$ cat src/rtl/led_sequencer.sv
// rtl/led_sequencer.sv - four-LED pattern sequencer: count, sweep, PWM breathe and off modes
module led_sequencer #(
    parameter int TICK_DIV = 12000000,
    parameter int PWM_BITS = 8
) (
    input  logic       i_clk,
    input  logic       i_reset,
    input  logic       i_next,
    input  logic       i_pause,
    output logic [3:0] o_led,
    output logic [1:0] o_mode,
    output logic       o_tick
);

    localparam int PSW = (TICK_DIV > 2) ? $clog2(TICK_DIV) : 1;
    localparam logic [PSW-1:0] PS_LAST = PSW'(TICK_DIV - 1);
    localparam logic [PWM_BITS-1:0] DUTY_MAX = '1;

    typedef enum logic [1:0] {
        M_COUNT   = 2'd0,
        M_SWEEP   = 2'd1,
        M_BREATHE = 2'd2,
        M_OFF     = 2'd3
    } mode_t;

    mode_t               mode;
    mode_t               mode_nxt;
    logic [PSW-1:0]      presc;
    logic                next_q;
    logic [3:0]          count;
    logic [1:0]          pos;
    logic                sweep_dn;
    logic [PWM_BITS-1:0] duty;
    logic                duty_dn;
    logic [PWM_BITS-1:0] pwm_cnt;
    logic [3:0]          led_nxt;
    logic                adv;
    logic                step;

    // A mode advance swallows any step that would land on the same edge.
    assign adv  = i_next & ~next_q;
    assign step = ~adv & ~i_pause & (presc == PS_LAST);

    always_comb begin
        mode_nxt = mode;
        led_nxt  = 4'b0000;
        if (adv) begin
            case (mode)
                M_COUNT:   mode_nxt = M_SWEEP;
                M_SWEEP:   mode_nxt = M_BREATHE;
                M_BREATHE: mode_nxt = M_OFF;
                default:   mode_nxt = M_COUNT;
            endcase
        end
        case (mode)
            M_COUNT:   led_nxt = count;
            M_SWEEP:   led_nxt = 4'b0001 << pos;
            M_BREATHE: led_nxt = {4{pwm_cnt < duty}};
            default:   led_nxt = 4'b0000;
        endcase
    end

    always_ff @(posedge i_clk) begin
        if (i_reset) begin
            mode     <= M_COUNT;
            presc    <= '0;
            next_q   <= 1'b1;
            count    <= 4'd0;
            pos      <= 2'd0;
            sweep_dn <= 1'b0;
            duty     <= '0;
            duty_dn  <= 1'b0;
            pwm_cnt  <= '0;
            o_led    <= 4'b0000;
            o_mode   <= 2'd0;
            o_tick   <= 1'b0;
        end else begin
            mode    <= mode_nxt;
            next_q  <= i_next;
            pwm_cnt <= pwm_cnt + 1'b1;
            o_led   <= led_nxt;
            o_mode  <= mode;
            o_tick  <= step;
            if (adv) begin
                presc    <= '0;
                count    <= 4'd0;
                pos      <= 2'd0;
                sweep_dn <= 1'b0;
                duty     <= '0;
                duty_dn  <= 1'b0;
            end else if (!i_pause) begin
                presc <= (presc == PS_LAST) ? '0 : presc + 1'b1;
                if (step) begin
                    case (mode)
                        M_COUNT: count <= count + 4'd1;
                        M_SWEEP: begin
                            if (!sweep_dn) begin
                                if (pos == 2'd3) begin
                                    pos      <= 2'd2;
                                    sweep_dn <= 1'b1;
                                end else begin
                                    pos <= pos + 2'd1;
                                end
                            end else if (pos == 2'd0) begin
                                pos      <= 2'd1;
                                sweep_dn <= 1'b0;
                            end else begin
                                pos <= pos - 2'd1;
                            end
                        end
                        // Ends are reached once and left on the following step.
                        M_BREATHE: begin
                            if (!duty_dn) begin
                                if (duty == DUTY_MAX) begin
                                    duty    <= DUTY_MAX - 1'b1;
                                    duty_dn <= 1'b1;
                                end else begin
                                    duty <= duty + 1'b1;
                                end
                            end else if (duty == '0) begin
                                duty    <= {{(PWM_BITS-1){1'b0}}, 1'b1};
                                duty_dn <= 1'b0;
                            end else begin
                                duty <= duty - 1'b1;
                            end
                        end
                        default: ;
                    endcase
                end
            end
        end
    end

endmodule

$ cat config.mk
export PLATFORM = sky130hd
export DESIGN_NAME = led_sequencer
export DESIGN_NICKNAME = d
export VERILOG_FILES = /design/src/rtl/led_sequencer.sv
export SDC_FILE = /design/constraint.sdc
export NUM_CORES = 1
export LEC_CHECK = 0
export CORE_MARGIN = 2
export CORE_UTILIZATION = 55
export DETAILED_ROUTE_END_ITERATION = 12
export GPL_TIMING_DRIVEN = 1
export PLACE_DENSITY_LB_ADDON = 0.08
export SLEW_MARGIN = 25
export SYNTH_ARGS = -nofsm -noshare
export SYNTH_HDL_FRONTEND = slang
export SYNTH_SLANG_ARGS = --single-unit
$ cat constraint.sdc
create_clock -name i_clk -period 2.83 [get_ports i_clk]
set_input_delay 0.566 -clock i_clk [delete_from_list [all_inputs] [get_ports i_clk]]
set_output_delay 0.566 -clock i_clk [all_outputs]
set_load 0.005 [all_outputs]
==> flow_summary.json <==
{
  "critPathRequiredTime_ns": 3.04,
  "drv.max_cap_violation_count": 0,
  "drive_above_1_share_pct": 8.88,
  "maxSlewHeadroom_pct": 53.7,
  "gp_congestion": 0.910,
  "timing.final.crit_period_ns": 2.14,
  "power.ir.vdd_worst_mv": 0.349,
  "run_status": "completed",
  "avgSynthCellArea_sq_um": 8.40,
  "ff2ff_path_depth": 5,
  "synth.yosys.seq_area_share_pct": 38.1,
  "post-route-worst-setup-slack_ns": 0.690,
  "synth.ff_latch_count": 58,
  "detail_placement_hpwl_um": 4490,
  "end_kind": "flip-flop",
  "num_antenna_cells": 0,
  "die_w_um": 78.5,
  "core_region_area_sq_mm": 0.00544,
  "min-delay-path-class": "reg -> reg",
  "io-pin-count": 11,
  "rr_endpoint": "duty[0]",
  "layout.cells.non_filler": 455,
  "fin_setup_tns_ns": 0,
  "path_clk_slew_ns": 0.07,
  "cts_buffers": 9,
  "crit_path_start": "presc[19]",
  "area_delta_synth_final_pct": 14.1,
  "setup_violations": 0,
  "hold_buffers": 0,
  "synth_enable_flop_cells": 0,
  "gr-usage-all-layers_pct": 22.6,
  "layout.nets": 399,
  "rsz0062_at_grt": "false",
  "clock-sinks": 58,
  "path_class": "reg -> reg",
  "timing.clock.skew_ns": 0.00587,
  "tritoncts": "done",
  "final_min_period_over_clock_period_pct": 75.6,
  "fp-row-count": 27,
  "ant_nets": 0,
  "clkLatencyLatePin_ns": 0.34,
  "ys_types": 51,
  "route.vias.total": 2580,
  "holdPathEnd": "pwm_cnt[0]",
  "initial_antenna_violation_count": 0,
  "start_kind": "flip-flop",
  "number_of_nets_in_the_synthesized_netlist": 384,
  "number_of_global_route_vias_before_repair": 2460,
  "synthesis.instances": 363,
  "cts-root-to-sink-buffers": 2,
  "hold_path.startpoint": "pwm_cnt[0]",
  "grt_max_degree": 23,
  "worstPathArrival_ns": 2.35,
  "die_area_sq_mm": 0.00616,
  "route.detailed.wl_per_inst_um": 13.9,
  "routed_wirelength_um": 6340,
  "h-tree-depth": 3,
  "place_worst_setup_slack_ns": 0.410,
  "finish.utilization_pct": 64.0,
  "report.final.hold_viol_count": 0,
  "most_frequently_used_flop_master_after_synthesis": "dfxtp_1",
  "postCtsSetupRepairBufs": 0,
  "worst_pin_slew_ns": 0.694,
  "mappedNetlistArea_sq_mm": 0.00305,
  "worstPathMaxFanout": 9,
  "grt_pass1_wl_um": 11000,
  "yosysWarnings": 0,
  "root_buffer": "clkbuf_8",
  "portBuffers": 10,
  "power_density_mw_per_mm2": 510,
  "post_cts_resized": 0,
  "leak_pwr_uw": 0.00124,
  "average_vias_per_placed_instance": 5.67,
  "max_clock_freq_mhz": 467,
  "post_synthesis_async_set_or_reset_flop_share_pct": 0,
  "total_power_uw": 1770,
  "die_h_um": 78.5,
  "drt_pre_antenna_iters": 4,
  "placed_cells": 439,
  "floorplan.initialDensity_pct": 56.1,
  "max_slew_violations": 0,
  "grt_remaining_overflow": 0,
  "worst_hold_path.num_cells": 1,
  "drc_violations_left": 0,
  "rrSetupSlack_ns": 0.69,
  "iteration_0_drc_markers": 248,
  "timing.rr.start": "presc[19]"
}
-- flip-flops by register name, summed over array words and instances (netlist names) --
| name | flops |
|---|---|
| o_led | 4 |
| count | 4 |
| duty | 8 |
| next_q | 1 |
| o_mode | 2 |
| mode | 2 |
| sweep_dn | 1 |
| pwm_cnt | 8 |
| pos | 2 |
| duty_dn | 1 |
| o_tick | 1 |
| presc | 24 |
-- metal layers --
| layer | global-route usage [%] | vias to the layer above | routed length [um] |
|---|---|---|---|
| li1 | - | 1321 | - |
| met1 | 28.0 | 1197 | 3000 |
| met5 | 0 | - | 0 |
| met3 | 4.25 | 11 | 233 |
| met2 | 38.2 | 51 | 2990 |
| met4 | 10.4 | 0 | 114 |
-- where the power goes --
| group | switching [uW] | leakage (uW) | internal (uW) | total [uW] |
|---|---|---|---|---|
| Combinational | 35.7 | 0.000650 | 27.2 | 62.9 |
| Clock | 335 | 0.000117 | 544 | 880 |
| Sequential | 7.21 | 0.000468 | 825 | 832 |
-- logic make-up after synthesis --
family          after synthesis  synth area share [%]
compound gates               59                  12.5
simple gates                159                  27.7
xor+xnor                     31                  8.90
fa+ha+maj                    17                  6.98
flops                        58                  38.1
mux                           5                  1.64
buf+inv                      34                  4.23
-- final cells by class --
type	count	area (sq um)
Clock buffer	12	155
Clock inverter	4	73.8
Fill cell	490	1960
Inverter	19	71.3
Multi-Input combinational cell	271	1760
Sequential cell	58	1160
Tap cell	72	90.1
Timing Repair Buffer	19	168
-- worst max-delay path, stage by stage (launching register included) --
cell and delay (ns):
dfxtp_1 0.36, nor4b_1 0.49, and4_1 0.35, nand4_1 0.38
a221oi_1 0.36, a211oi_1 0.08
-- cells in the mapped netlist (7+ instances only) --
| master | number | share of area, % |
|---|---|---|
| xor2_1 | 15 | 4.3 |
| nand3_1 | 15 | 2.5 |
| ha_1 | 17 | 7.0 |
| nand4_1 | 12 | 2.5 |
| inv_1 | 19 | 2.3 |
| clkbuf_1 | 13 | 1.6 |
| and3_1 | 7 | 1.4 |
| nor2_1 | 50 | 6.2 |
| nand2_1 | 20 | 2.5 |
| a21oi_1 | 18 | 3.0 |
| dfxtp_1 | 58 | 38 |
| o21ai_0 | 12 | 2.0 |
| nor3_1 | 14 | 2.3 |
| xnor2_1 | 16 | 4.6 |
-- stage by stage --
stage / cell area, sq um / hold WS (ns)
floorplan: 3050 / 0.421
global placement: 3250 / 0.441
detailed placement: 3250 / 0.447
CTS: 3480 / 0.465
global route: 3480 / 0.503
finish: 3480 / 0.461
-- placed cells by master (no fill, tap or decap), types with 4 or more instances in the layout --
cell             synthesis  final
dfxtp_1                 58     58
nor2_1                  50     50
nand2_1                 20     20
inv_1                   19     19
a21oi_1                 18     18
ha_1                    17     17
xnor2_1                 16     16
nand3_1                 15     15
xor2_1                  15     15
nor3_1                  14     14
nand4_1                 12     12
o21ai_0                 12     12
clkbuf_8                 0     11
clkdlybuf4s50_1          0     10
buf_4                    0      9
and3_1                   7      7
nand2b_1                 5      5
nor4_1                   5      5
mux2i_1                  5      5
or3_1                    5      5
a211oi_1                 5      5
and4_1                   4      4
nor3b_1                  4      4
-- worst max path at each step --
stage | cells past startpoint | slack (ns) | end
final | 5 | 0.69 | duty[0]
after global routing | 7 | 0.46 | duty[3]
after CTS | 5 | 0.71 | duty[2]
after detailed placement | 7 | 0.41 | presc[15]
after global placement | 7 | 0.42 | presc[20]
after floorplan | 6 | 0.85 | presc[10]
No activity file was read; power rests on OpenSTA's default activity.
